===== src/rtl/id_ex_stage.sv =====
// rtl/id_ex_stage.sv - ID/EX pipeline register with load-use bubble insertion and bubble counter
// Build option: define ID_EX_LOAD_USE_STALL_EN to enable load-use hazard detection and stall bubbles.
module id_ex_stage #(
   parameter int DATA_W = 64,
   parameter int CNT_W  = 16
) (
   input  logic              clk,
   input  logic              reset,
   input  logic [1:0]        id_alu_op,
   input  logic              id_branch,
   input  logic              id_mem_read,
   input  logic              id_mem_to_reg,
   input  logic              id_mem_write,
   input  logic              id_alu_src,
   input  logic              id_reg_write,
   input  logic [DATA_W-1:0] id_pc,
   input  logic [DATA_W-1:0] id_rd1,
   input  logic [DATA_W-1:0] id_rd2,
   input  logic [DATA_W-1:0] id_imm,
   input  logic [4:0]        id_rs1,
   input  logic [4:0]        id_rs2,
   input  logic [4:0]        id_rd,
   input  logic [3:0]        id_funct,
   input  logic              ex_flush,
   output logic [1:0]        ex_alu_op,
   output logic              ex_branch,
   output logic              ex_mem_read,
   output logic              ex_mem_to_reg,
   output logic              ex_mem_write,
   output logic              ex_alu_src,
   output logic              ex_reg_write,
   output logic [DATA_W-1:0] ex_pc,
   output logic [DATA_W-1:0] ex_rd1,
   output logic [DATA_W-1:0] ex_rd2,
   output logic [DATA_W-1:0] ex_imm,
   output logic [4:0]        ex_rs1,
   output logic [4:0]        ex_rs2,
   output logic [4:0]        ex_rd,
   output logic [3:0]        ex_funct,
   output logic              stall,
   output logic [CNT_W-1:0]  bubble_count
);

   logic [1:0]        alu_op_q,     alu_op_d;
   logic              branch_q,     branch_d;
   logic              mem_read_q,   mem_read_d;
   logic              mem_to_reg_q, mem_to_reg_d;
   logic              mem_write_q,  mem_write_d;
   logic              alu_src_q,    alu_src_d;
   logic              reg_write_q,  reg_write_d;
   logic [DATA_W-1:0] pc_q,         pc_d;
   logic [DATA_W-1:0] rd1_q,        rd1_d;
   logic [DATA_W-1:0] rd2_q,        rd2_d;
   logic [DATA_W-1:0] imm_q,        imm_d;
   logic [4:0]        rs1_q,        rs1_d;
   logic [4:0]        rs2_q,        rs2_d;
   logic [4:0]        rd_q,         rd_d;
   logic [3:0]        funct_q,      funct_d;
   logic [CNT_W-1:0]  cnt_q,        cnt_d;

   logic load_bubble;

`ifdef ID_EX_LOAD_USE_STALL_EN
   logic hz;

   // Load in EX whose destination feeds a source of the decode instruction; x0 is never a real dependency.
   assign hz    = mem_read_q & (rd_q != 5'd0) & ((rd_q == id_rs1) | (rd_q == id_rs2));
   // A taken branch kills the decode instruction anyway, so it never needs to stall.
   assign stall = hz & ~ex_flush;
`else
   assign stall = 1'b0;
`endif

   // Flush and stall both replace the EX contents with one bubble; a simultaneous pair is one bubble.
   assign load_bubble = ex_flush | stall;

   // Next-state of the pipeline register: bubble (all zero) or a straight copy of decode.
   always_comb begin
      alu_op_d     = '0;
      branch_d     = 1'b0;
      mem_read_d   = 1'b0;
      mem_to_reg_d = 1'b0;
      mem_write_d  = 1'b0;
      alu_src_d    = 1'b0;
      reg_write_d  = 1'b0;
      pc_d         = '0;
      rd1_d        = '0;
      rd2_d        = '0;
      imm_d        = '0;
      rs1_d        = '0;
      rs2_d        = '0;
      rd_d         = '0;
      funct_d      = '0;
      if (!load_bubble) begin
         alu_op_d     = id_alu_op;
         branch_d     = id_branch;
         mem_read_d   = id_mem_read;
         mem_to_reg_d = id_mem_to_reg;
         mem_write_d  = id_mem_write;
         alu_src_d    = id_alu_src;
         reg_write_d  = id_reg_write;
         pc_d         = id_pc;
         rd1_d        = id_rd1;
         rd2_d        = id_rd2;
         imm_d        = id_imm;
         rs1_d        = id_rs1;
         rs2_d        = id_rs2;
         rd_d         = id_rd;
         funct_d      = id_funct;
      end
   end

   // Bubble counter advances once per inserted bubble and sticks at all-ones.
   always_comb begin
      cnt_d = cnt_q;
      if (load_bubble && (cnt_q != {CNT_W{1'b1}})) begin
         cnt_d = cnt_q + 1'b1;
      end
   end

   // Pipeline register and counter; reset overrides flush and stall on the same edge.
   always_ff @(posedge clk) begin
      if (reset) begin
         alu_op_q     <= '0;
         branch_q     <= 1'b0;
         mem_read_q   <= 1'b0;
         mem_to_reg_q <= 1'b0;
         mem_write_q  <= 1'b0;
         alu_src_q    <= 1'b0;
         reg_write_q  <= 1'b0;
         pc_q         <= '0;
         rd1_q        <= '0;
         rd2_q        <= '0;
         imm_q        <= '0;
         rs1_q        <= '0;
         rs2_q        <= '0;
         rd_q         <= '0;
         funct_q      <= '0;
         cnt_q        <= '0;
      end else begin
         alu_op_q     <= alu_op_d;
         branch_q     <= branch_d;
         mem_read_q   <= mem_read_d;
         mem_to_reg_q <= mem_to_reg_d;
         mem_write_q  <= mem_write_d;
         alu_src_q    <= alu_src_d;
         reg_write_q  <= reg_write_d;
         pc_q         <= pc_d;
         rd1_q        <= rd1_d;
         rd2_q        <= rd2_d;
         imm_q        <= imm_d;
         rs1_q        <= rs1_d;
         rs2_q        <= rs2_d;
         rd_q         <= rd_d;
         funct_q      <= funct_d;
         cnt_q        <= cnt_d;
      end
   end

   assign ex_alu_op     = alu_op_q;
   assign ex_branch     = branch_q;
   assign ex_mem_read   = mem_read_q;
   assign ex_mem_to_reg = mem_to_reg_q;
   assign ex_mem_write  = mem_write_q;
   assign ex_alu_src    = alu_src_q;
   assign ex_reg_write  = reg_write_q;
   assign ex_pc         = pc_q;
   assign ex_rd1        = rd1_q;
   assign ex_rd2        = rd2_q;
   assign ex_imm        = imm_q;
   assign ex_rs1        = rs1_q;
   assign ex_rs2        = rs2_q;
   assign ex_rd         = rd_q;
   assign ex_funct      = funct_q;
   assign bubble_count  = cnt_q;

endmodule


===== config.mk =====
export PLATFORM = sky130hd
export DESIGN_NAME = id_ex_stage
export DESIGN_NICKNAME = d
export VERILOG_FILES = /design/src/rtl/id_ex_stage.sv
export SDC_FILE = /design/constraint.sdc
export NUM_CORES = 1
export LEC_CHECK = 0
export BUFFER_PORTS_ARGS = -buffer_cell sky130_fd_sc_hd__buf_2
export CORE_AREA = 4 4 227 229
export CTS_BUF_LIST = sky130_fd_sc_hd__clkbuf_4 sky130_fd_sc_hd__clkbuf_8 sky130_fd_sc_hd__clkbuf_16
export DETAILED_ROUTE_END_ITERATION = 8
export DIE_AREA = 0 0 231 233
export PLACE_DENSITY = 0.38
export SLEW_MARGIN = 20
export SYNTH_ARGS = -nofsm -noshare
export SYNTH_HDL_FRONTEND = slang
export SYNTH_SLANG_ARGS = --single-unit

===== constraint.sdc =====
create_clock -name clk -period 2.6 [get_ports clk]
set_input_delay 0.26 -clock clk [delete_from_list [all_inputs] [get_ports clk]]
set_output_delay 0.26 -clock clk [all_outputs]
set_load 0.02 [all_outputs]

==> key figures <==
Run status
  • Outcome: finished clean

GRT
  • Global route overflow: 0
  • Aggregate global-route resource usage: 11.4%
  • First-pass GRT wire length: 47.8 mm
  • Largest net degree at the start of global routing: 151
  • Initial antenna violation count: 2
  • Vias in the first global route: 8,398

STA
  • Fmax achieved: 0.499 GHz
  • Hold WS: 0.138 ns
  • Setup TNS: 0 ns
  • Final Hold Vio Count: 0
  • # setup viols final: 0
  • RSZ-0062 raised after global routing: no
  • Final period utilization: 77.1%
  • Final min period: 2.00 ns
  • Clock Skew: 0.00788 ns
  • Post-route worst setup slack: 0.596 ns
  • Rel. slew slack: 50.8%
  • Final Max Slew Viols: 0
  • Slew at the pin with the worst max-slew slack: 0.732 ns

Power
  • Pwr Total: 11.2 mW
  • Lkg Pwr: 7.87 nW
  • Power Density: 694 mW/mm²
  • Peak supply drop: 0.469 mV

Drt
  • Post-DR wirelength/cell: 14.4 µm
  • Via count: 7,861
  • DR DRC count: 0
  • Final antenna-violating net count: 0
  • Number of vias per cell: 3.46
  • WL final: 32.7 mm
  • Initial DRT Pass Iterations: 4
  • DRT iter0 DRCs: 250

Logic synthesis
  • Mapped Cells: 698
  • Sequential share of the synthesized area: 71.4%
  • Synth Warn #: 0
  • Post-Syn Nets: 985
  • Ys flop type: dfxtp_1
  • #FFs+latches synth: 299
  • Mapped Area: 0.00838 mm²
  • Avg Synthesized Cell Area: 12.0 µm²
  • Unique masters post-synth: 31
  • FFs w/ async S/R, synth: 0%
  • Post-synth EDFFs: 0

Floorplanning
  • Chip width: 231 µm
  • Die area: 0.0538 mm²
  • Site Rows: 82
  • Core Area: 0.0497 mm²
  • Starting Density: 16.9%
  • # IOs: 586
  • Die H: 233 µm

CTS
  • Post-CTS setup buffers: 0
  • TritonCTS clock tree: built
  • Root Buffer: clkbuf_16
  • Resized cells post-CTS: 0
  • Inserted Clock Buffers: 36
  • CTS Buffer Depth: 3
  • Worst-path clk slew: 0.06 ns
  • H-tree levels: 2
  • Sink Count: 299
  • Clock latency on the worst-skew pair: 0.52 ns

Placement
  • Inst Count DP: 1,921
  • Area of placed instances: 0.0121 mm²
  • Setup slack at placement: 0.614 ns
  • I/O Buffers: 584
  • GP Congestion: 0.766
  • DP Wirelength: 23.7 mm

Final layout
  • Fin nets: 1,857
  • Fillcell total: 5,163
  • Layout cells sized above 1: 41.2%
  • Area Growth Syn to Fin: 92.7%
  • Finished Layout Cells: 2,270
  • Finished Cell Area: 0.0161 mm²
  • Layout Utilization: 32.5%

Setup path
  • Critical path's slowest cell: or3_1
  • Worst Path Class, Setup: reg -> reg
  • Family with the most delay on the worst path: simple AND/OR/NAND/NOR gates
  • Setup crit end kind: flop
  • Worst-path cell chain: nand3_2 > or3_1 > nor4_1 > mux2_2
  • Startpoint Class: flop
  • Crit path max fanout: 8
  • Max incr delay on CP: 0.51 ns
  • CP Buf/Inv Count: 0
  • CP required: 3.01 ns
  • Worst Path Arrival: 2.41 ns

Flow run
  • Max-cap violations: 0

Hold path
  • Type of the most critical hold path: in -> reg
report_power, final:
| group | switching, mW | internal, mW |
|---|---|---|
| Sequential | 0.0479 | 4.76 |
| Combinational | 0.547 | 0.635 |
| Clock | 1.96 | 3.25 |
| Total | 2.55 | 8.65 |
routing by layer:
metal	wire, µm	up-vias	GRT usage (%)
met2	16500	323	20.2
li1	-	3915	-
met5	0	-	0
met4	1060	0	4.87
met3	2790	57	4.06
met1	12300	3566	12.3
area by class of cell:
type | count | area, µm² | share of cell area, %
multi-input cells | 363 | 2260 | 14.0
clock buffers | 56 | 1160 | 7.16
diodes | 2 | 5.00 | 0.0310
clock inverters | 8 | 97.6 | 0.604
well taps | 672 | 841 | 5.21
repair buffers | 869 | 5800 | 35.9
inverters | 1 | 3.75 | 0.0232
flip-flops and latches | 299 | 5990 | 37.1
Yosys cell counts, types with 4 or more instances:
| master | n | share of area, % |
|---|---|---|
| dfxtp_1 | 299 | 71 |
| and2_1 | 283 | 21 |
| clkbuf_1 | 33 | 1.5 |
| nor2_1 | 14 | 0.63 |
| nand2_1 | 8 | 0.36 |
| a21oi_1 | 7 | 0.42 |
| nand3_1 | 5 | 0.30 |
| nand4_1 | 5 | 0.37 |
| nor4_1 | 5 | 0.37 |
| nor3_1 | 4 | 0.24 |
final timing paths:
| path | startpoint | end | slack [ns] | cells past startpoint |
|---|---|---|---|---|
| worst max-delay path | bubble_count[5] | bubble_count[15] | 0.60 | 4 |
| worst min-delay path | reset | bubble_count[0] | 0.14 | 2 |
| worst max register to register | bubble_count[5] | bubble_count[15] | 0.60 | 4 |
| worst min register to register | bubble_count[11] | bubble_count[11] | 0.52 | 1 |
what timing repair did:
action	CTS	global route
hold endpoints to repair	283	0
hold buffers	283	0
setup endpoints to repair	0	0
cells in the final DEF (no fill, tap or decap), types with 3 or more instances in the layout:
cell type / instances
dfxtp_1: 299
or3_1: 3
o31ai_1: 3
and2_1: 283
nand2_1: 8
nor4_1: 5
nor2_1: 13
clkbuf_4: 5
buf_2: 584
nand3_1: 5
or4_1: 3
clkbuf_16: 37
dlygate4sd3_1: 283
clkbuf_8: 14
a21oi_1: 7
mux2_2: 3
clkinv_2: 4
nor3_1: 4
nand4_1: 5
nor2b_1: 3
cells by family after synthesis:
family | after synthesis | synth area share, %
other cells | 1 | 0.0447
mux | 5 | 0.642
compound gates | 16 | 1.18
fa+ha+maj | 1 | 0.149
flops | 299 | 71.4
simple gates | 339 | 24.8
xor+xnor | 1 | 0.105
buf+inv | 36 | 1.67
(Power assumes the default switching activity.)
